$ cat config.mk
export PLATFORM = sky130hd
export DESIGN_NAME = gobang_move_ctrl
export DESIGN_NICKNAME = d
export VERILOG_FILES = /design/src/rtl/gobang_move_ctrl.sv
export SDC_FILE = /design/constraint.sdc
export NUM_CORES = 1
export LEC_CHECK = 0
export CAP_MARGIN = 20
export CORE_ASPECT_RATIO = 0.6
export CORE_MARGIN = 10
export CORE_UTILIZATION = 44
export CTS_BUF_LIST = sky130_fd_sc_hd__clkbuf_16
export DETAILED_ROUTE_END_ITERATION = 8
export PLACE_DENSITY = 0.82
export SLEW_MARGIN = 20
export SYNTH_ARGS = -nofsm -noshare
export SYNTH_HDL_FRONTEND = slang
export SYNTH_SLANG_ARGS = --single-unit
$ cat constraint.sdc
create_clock -name clk -period 2.35 [get_ports clk]
set_input_delay 0.705 -clock clk [delete_from_list [all_inputs] [get_ports clk]]
set_output_delay 0.705 -clock clk [all_outputs]
set_load 0.01 [all_outputs]
$ cat src/rtl/gobang_move_ctrl.sv
// gobang_move_ctrl: move sequencer for the gobang game.
// Owns the turn, arbitrates human/AI move requests, checks the target cell
// through the datapath consider port, and issues write/retract/clr pulses
// plus the win-checker start.
// Optional undo support is compiled in when GOBANG_RETRACT_EN is defined.
//
// state       | meaning
// ------------+-----------------------------------------------------------
// S_IDLE      | after reset, waiting for start
// S_CLEAR     | clr pulse out, board and counter being cleared
// S_WAIT_MOVE | waiting for a request from the side to move
// S_QUERY     | consider_* driven, datapath responding
// S_CHECK     | grid_i[4] sampled: empty -> write, occupied -> reject
// S_WRITE     | write pulse out, ply counted
// S_JUDGE     | chk_start pulsed, waiting for chk_done
// S_RETRACT   | undo pulses in progress (GOBANG_RETRACT_EN only)
// S_OVER      | game ended by win or draw, held until start

module gobang_move_ctrl #(
    parameter int MAX_MOVES = 225,
    parameter int CNT_W     = 8
) (
    input  logic             clk,
    input  logic             rst_p,
    input  logic             start,
    input  logic             black_is_player,
    input  logic             white_is_player,
    input  logic             hum_req,
    input  logic [3:0]       hum_i,
    input  logic [3:0]       hum_j,
    input  logic             ai_req,
    input  logic [3:0]       ai_i,
    input  logic [3:0]       ai_j,
    input  logic             retract_req,
    input  logic [8:0]       grid_i,
    input  logic             chk_done,
    input  logic             chk_win,
    output logic [3:0]       consider_i,
    output logic [3:0]       consider_j,
    output logic             clr,
    output logic             write,
    output logic [3:0]       write_i,
    output logic [3:0]       write_j,
    output logic             write_color,
    output logic             retract,
    output logic             ai_start,
    output logic             chk_start,
    output logic             reject,
    output logic             crt_player,
    output logic             game_running,
    output logic [1:0]       winner,
    output logic [CNT_W-1:0] move_cnt
);

    localparam logic [CNT_W-1:0] LP_MAX_MOVES = CNT_W'(MAX_MOVES);

    typedef enum logic [3:0] {
        S_IDLE,
        S_CLEAR,
        S_WAIT_MOVE,
        S_QUERY,
        S_CHECK,
        S_WRITE,
        S_JUDGE,
`ifdef GOBANG_RETRACT_EN
        S_RETRACT,
`endif
        S_OVER
    } state_t;

    state_t           r_state;
    logic             r_black_hum;
    logic             r_white_hum;
    logic [3:0]       r_con_i;
    logic [3:0]       r_con_j;
    logic             r_clr;
    logic             r_write;
    logic [3:0]       r_write_i;
    logic [3:0]       r_write_j;
    logic             r_write_color;
    logic             r_ai_start;
    logic             r_chk_start;
    logic             r_reject;
    logic             r_crt_player;
    logic             r_game_running;
    logic [1:0]       r_winner;
    logic [CNT_W-1:0] r_move_cnt;

    logic             w_owner_hum;
    logic             w_next_owner_hum;
    logic             w_req;
    logic [3:0]       w_req_i;
    logic [3:0]       w_req_j;
    logic             w_req_bad;
    logic [CNT_W-1:0] w_cnt_inc;

    // Turn ownership and request selection from the side to move.
    assign w_owner_hum      = r_crt_player ? r_white_hum : r_black_hum;
    assign w_next_owner_hum = r_crt_player ? r_black_hum : r_white_hum;
    assign w_req            = w_owner_hum ? hum_req : ai_req;
    assign w_req_i          = w_owner_hum ? hum_i : ai_i;
    assign w_req_j          = w_owner_hum ? hum_j : ai_j;
    assign w_req_bad        = (w_req_i > 4'd14) || (w_req_j > 4'd14);
    // The counter holds at all-ones rather than wrapping.
    assign w_cnt_inc        = (r_move_cnt == {CNT_W{1'b1}}) ? r_move_cnt
                                                           : r_move_cnt + 1'b1;

`ifdef GOBANG_RETRACT_EN
    logic             r_retract;
    logic             r_ret_more;
    logic             w_two_ply;
    logic [CNT_W-1:0] w_plies;
    logic             w_ret_ok;

    // Human-vs-human undoes one ply; otherwise the AI reply goes too.
    assign w_two_ply = ~(r_black_hum & r_white_hum);
    assign w_plies   = w_two_ply ? CNT_W'(2) : CNT_W'(1);
    assign w_ret_ok  = retract_req && w_owner_hum && (r_move_cnt >= w_plies);
    assign retract   = r_retract;

    // Only the centre bit of the row window is needed here.
    logic w_unused_in;
    assign w_unused_in = ^{grid_i[8:5], grid_i[3:0]};
`else
    assign retract = 1'b0;

    // Undo input and the neighbouring window bits are not used in this build.
    logic w_unused_in;
    assign w_unused_in = ^{retract_req, grid_i[8:5], grid_i[3:0]};
`endif

    // Sequencer FSM with all outputs registered; start overrides every state.
    always_ff @(posedge clk) begin
        if (rst_p) begin
            r_state        <= S_IDLE;
            r_black_hum    <= 1'b0;
            r_white_hum    <= 1'b0;
            r_con_i        <= 4'd0;
            r_con_j        <= 4'd0;
            r_clr          <= 1'b0;
            r_write        <= 1'b0;
            r_write_i      <= 4'd0;
            r_write_j      <= 4'd0;
            r_write_color  <= 1'b0;
            r_ai_start     <= 1'b0;
            r_chk_start    <= 1'b0;
            r_reject       <= 1'b0;
            r_crt_player   <= 1'b0;
            r_game_running <= 1'b0;
            r_winner       <= 2'b00;
            r_move_cnt     <= '0;
`ifdef GOBANG_RETRACT_EN
            r_retract      <= 1'b0;
            r_ret_more     <= 1'b0;
`endif
        end else begin
            r_clr       <= 1'b0;
            r_write     <= 1'b0;
            r_ai_start  <= 1'b0;
            r_chk_start <= 1'b0;
            r_reject    <= 1'b0;
`ifdef GOBANG_RETRACT_EN
            r_retract   <= 1'b0;
`endif
            if (start) begin
                r_state        <= S_CLEAR;
                r_black_hum    <= black_is_player;
                r_white_hum    <= white_is_player;
                r_clr          <= 1'b1;
                r_move_cnt     <= '0;
                r_winner       <= 2'b00;
                r_crt_player   <= 1'b0;
                r_game_running <= 1'b1;
            end else begin
                case (r_state)
                    S_IDLE: begin
                        r_state <= S_IDLE;
                    end
                    S_CLEAR: begin
                        r_ai_start <= ~r_black_hum;
                        r_state    <= S_WAIT_MOVE;
                    end
                    S_WAIT_MOVE: begin
`ifdef GOBANG_RETRACT_EN
                        if (w_ret_ok) begin
                            r_retract    <= 1'b1;
                            r_move_cnt   <= r_move_cnt - 1'b1;
                            r_crt_player <= ~r_crt_player;
                            r_ret_more   <= w_two_ply;
                            r_state      <= S_RETRACT;
                        end else
`endif
                        if (w_req) begin
                            if (w_req_bad) begin
                                r_reject <= 1'b1;
                            end else begin
                                r_con_i <= w_req_i;
                                r_con_j <= w_req_j;
                                r_state <= S_QUERY;
                            end
                        end
                    end
                    S_QUERY: begin
                        r_state <= S_CHECK;
                    end
                    S_CHECK: begin
                        if (grid_i[4]) begin
                            r_write       <= 1'b1;
                            r_write_i     <= r_con_i;
                            r_write_j     <= r_con_j;
                            r_write_color <= r_crt_player;
                            r_state       <= S_WRITE;
                        end else begin
                            // Occupied: the owner retries on its own, no new ai_start.
                            r_reject <= 1'b1;
                            r_state  <= S_WAIT_MOVE;
                        end
                    end
                    S_WRITE: begin
                        r_move_cnt  <= w_cnt_inc;
                        r_chk_start <= 1'b1;
                        r_state     <= S_JUDGE;
                    end
                    S_JUDGE: begin
                        if (chk_done) begin
                            if (chk_win) begin
                                r_winner       <= r_crt_player ? 2'b01 : 2'b10;
                                r_game_running <= 1'b0;
                                r_state        <= S_OVER;
                            end else if (r_move_cnt == LP_MAX_MOVES) begin
                                r_winner       <= 2'b00;
                                r_game_running <= 1'b0;
                                r_state        <= S_OVER;
                            end else begin
                                r_crt_player <= ~r_crt_player;
                                r_ai_start   <= ~w_next_owner_hum;
                                r_state      <= S_WAIT_MOVE;
                            end
                        end
                    end
`ifdef GOBANG_RETRACT_EN
                    S_RETRACT: begin
                        if (r_ret_more) begin
                            r_retract    <= 1'b1;
                            r_move_cnt   <= r_move_cnt - 1'b1;
                            r_crt_player <= ~r_crt_player;
                            r_ret_more   <= 1'b0;
                        end else begin
                            r_state <= S_WAIT_MOVE;
                        end
                    end
`endif
                    S_OVER: begin
                        r_state <= S_OVER;
                    end
                    default: begin
                        r_state <= S_IDLE;
                    end
                endcase
            end
        end
    end

    assign consider_i   = r_con_i;
    assign consider_j   = r_con_j;
    assign clr          = r_clr;
    assign write        = r_write;
    assign write_i      = r_write_i;
    assign write_j      = r_write_j;
    assign write_color  = r_write_color;
    assign ai_start     = r_ai_start;
    assign chk_start    = r_chk_start;
    assign reject       = r_reject;
    assign crt_player   = r_crt_player;
    assign game_running = r_game_running;
    assign winner       = r_winner;
    assign move_cnt     = r_move_cnt;

endmodule

==> results.py, run 1 <==
metrics = {
    "outcome": {
        "outcome": "finished clean",
    },
    "clocking": {
        "cts.repair.resized": 0,
        "cts-root-buf": "clkbuf_16",
        "numCtsBuffers": 5,
        "cts_tree": "done",
        "cts_max_level": 2,
        "cts_sinks": 39,
        "clock_path_buffers": 2,
        "clkTransAtPathRegs_ps": 60,
        "cts_setup_buffers": 0,
        "clk_latency_ps": 290,
        "hold_buffers": 0,
    },
    "sta": {
        "fin_crit_sh_pct": 92.95,
        "hold_viol": 0,
        "max_freq_mhz": 457.8,
        "timing.hold.ws_ps": 497.4,
        "fin_crit_ps": 2184,
        "rsz0062_at_grt": "no",
        "drv_slew": 0,
        "skew_ps": 2.058,
        "fin_tns_setup_ps": 0,
        "setup_violations": 0,
    },
    "critical_path": {
        "cp.arrival_ps": 1480,
        "crit_type": "reg -> out",
        "startpoint": "crt_player$_SDFFE_PP0P_",
        "critPathCaptureType": "output pin",
        "start_kind": "register",
        "crit_family": "buffers and inverters",
        "crit_chain": "clkdlybuf4s50_1",
        "slowest_delay_ps": 630,
        "r2r-start": "crt_player$_SDFFE_PP0P_",
        "critPathRequiredTime_ps": 1640,
        "worst-path-buf-inv": 1,
        "crit_fanout": 9,
        "cp_slowest_cell": "clkdlybuf4s50_1",
    },
    "floorplanning": {
        "rows": 18,
        "die_height_um": 70.89,
        "start_util_pct": 45.83,
        "io_pins": 70,
        "coreArea_um2": 4144,
        "die_w_um": 104.8,
        "die-area_um2": 7431,
    },
    "routing": {
        "drt-initial-drc-count": 117,
        "wirelength_mm": 5.301,
        "first_pass_iters": 4,
        "vias_per_cell": 5.095,
        "vias": 1712,
        "drtAntennaViolNets": 0,
        "wl_per_cell_um": 15.78,
        "drc_errors": 0,
    },
    "finish": {
        "final_cell_mix": "clkdlybuf4s50_1 (59), dfxtp_1 (39), nor2_1 (25)",
        "drive_above_1_share_pct": 11.96,
        "area_growth_syn_to_layout_pct": 44.93,
        "n_antenna_cell": 0,
        "nNetsFinal": 312,
        "fill_cells": 337,
        "mostFrequentLayoutCell": "clkdlybuf4s50_1",
        "area.sequential_um2": 780.7,
        "multi_input_area_um2": 1040,
        "design_area_um2": 2753,
    },
    "global_routing": {
        "antenna_found_initial": 0,
        "overflow": 0,
        "grt_pass1_vias": 1683,
        "grt_pass1_wl_mm": 8.411,
        "grt.total_usage_pct": 13.78,
        "grt_max_degree": 26,
    },
    "yosys": {
        "synth_edf_count": 0,
        "synth.area.top_cells": "dfxtp_1 (41%), mux2i_1 (5.8%), nor2_1 (4.9%)",
        "synth_cells": 211,
        "yosysTopAreaCell": "dfxtp_1",
        "ys_types": 46,
        "ys_seq_area_share_pct": 41.11,
        "synth_top_area_share_pct": 41.11,
        "synthFlopType": "dfxtp_1",
        "avgSynthCellArea_um2": 9.002,
        "syn-cell-area_um2": 1899,
        "async_reset_ff_share_pct": 0,
        "ys.warnings.count": 0,
        "synth_seq_cells": 39,
        "syn_nets": 248,
    },
    "place": {
        "place.port_buffers": 59,
        "dp_hpwl_mm": 4.060,
        "gp_congestion": 0.8492,
        "placed_area_um2": 2580,
    },
    "pwr": {
        "totalPowerFinal_mw": 1.600,
        "peakVddDrop_v": 0.0003697,
        "p_leak_nw": 1.085,
        "pwr_density_cell_nw_per_um2": 581.2,
    },
    "hold_path": {
        "holdCritStartpoint": "write_j[1]$_SDFFE_PP0P_",
        "min_path_type": "reg -> reg",
    },
    "job": {
        "maxCapViolations": 0,
    },
}
kinds of logic after synthesis:
family | count (synthesis) | synth area share, %
simple gates | 88 | 24.97
flops | 39 | 41.11
fa+ha+maj | 2 | 1.317
mux | 21 | 12.52
xor+xnor | 8 | 3.689
other cells | 1 | 0.1974
compound gates | 35 | 12.06
buf+inv | 17 | 4.150
power breakdown:
part | internal, mW | switching, mW
clock | 0.506 | 0.286
combinational | 0.0722 | 0.0596
sequential | 0.668 | 0.00810
total | 1.25 | 0.354
cell usage after synthesis (2+ instances only):
library cell,number
dfxtp_1,39
nor2_1,25
nand2_1,20
a21oi_1,14
nor2b_1,12
mux2i_1,11
mux2_2,8
clkbuf_1,6
a211oi_1,5
inv_1,5
nand4_1,5
and3_1,4
o21ai_0,4
xnor2_1,4
xor2_1,4
nand3_1,3
nand4b_1,3
o211ai_1,3
a311oi_1,2
and4_1,2
buf_2,2
ha_1,2
nor3_1,2
nor3b_1,2
o2111ai_1,2
o21a_1,2
registers in the layout, indices dropped and copies added, names as in the netlist, 2 cells and up:
signal / count
consider_i: 4
winner: 2
move_cnt: 8
r_state: 3
write_j: 4
write_i: 4
consider_j: 4
path summary, 6_finish.rpt:
path,depth (start not counted),slack [ps],endpoint
worst max-delay path,1,170,crt_player
worst min-delay path,2,500,write_j[1]$_SDFFE_PP0P_
worst max register to register,4,390,consider_j[1]$_SDFFE_PP0P_
worst min register to register,2,500,write_j[1]$_SDFFE_PP0P_
final cells by class:
class                           instances  share of cell area [%]
Multi-Input combinational cell        155                   37.77
Sequential cell                        39                   28.36
Timing Repair Buffer                   69                   24.18
Clock buffer                            5                   4.545
Tap cell                               60                   2.727
Clock inverter                          3                   1.727
Inverter                                5                  0.6818
routing by layer:
metal | track usage [%] | vias up | share of wire (%)
met2 | 21.92 | 61 | 46
met5 | 0 | - | 0
met1 | 16.62 | 776 | 46
li1 | - | 864 | -
met4 | 6.061 | 0 | 1.9
met3 | 4.702 | 11 | 6.3
metrics by stage:
step                      util (%)  cells  setup WS, ps
after floorplan                  -    211         589.1
after global placement       62.26    328        -26.95
after detailed placement     62.26    328        -46.43
after CTS                    66.43    336         157.3
after global routing         66.43    336         104.0
final                        66.43    336         165.7
(Power assumes the default switching activity.)
==> run 2: changes to the inputs <==
--- a/config.mk
+++ b/config.mk
@@ -10,6 +10,7 @@
 export CORE_MARGIN = 10
 export CORE_UTILIZATION = 44
 export CTS_BUF_LIST = sky130_fd_sc_hd__clkbuf_16
+export CTS_CLUSTER_DIAMETER = 30
 export DETAILED_ROUTE_END_ITERATION = 8
 export PLACE_DENSITY = 0.82
 export SLEW_MARGIN = 20
==> results of run 2 <==
No change in the layout: final DEF, timing and power equal those of run 1.
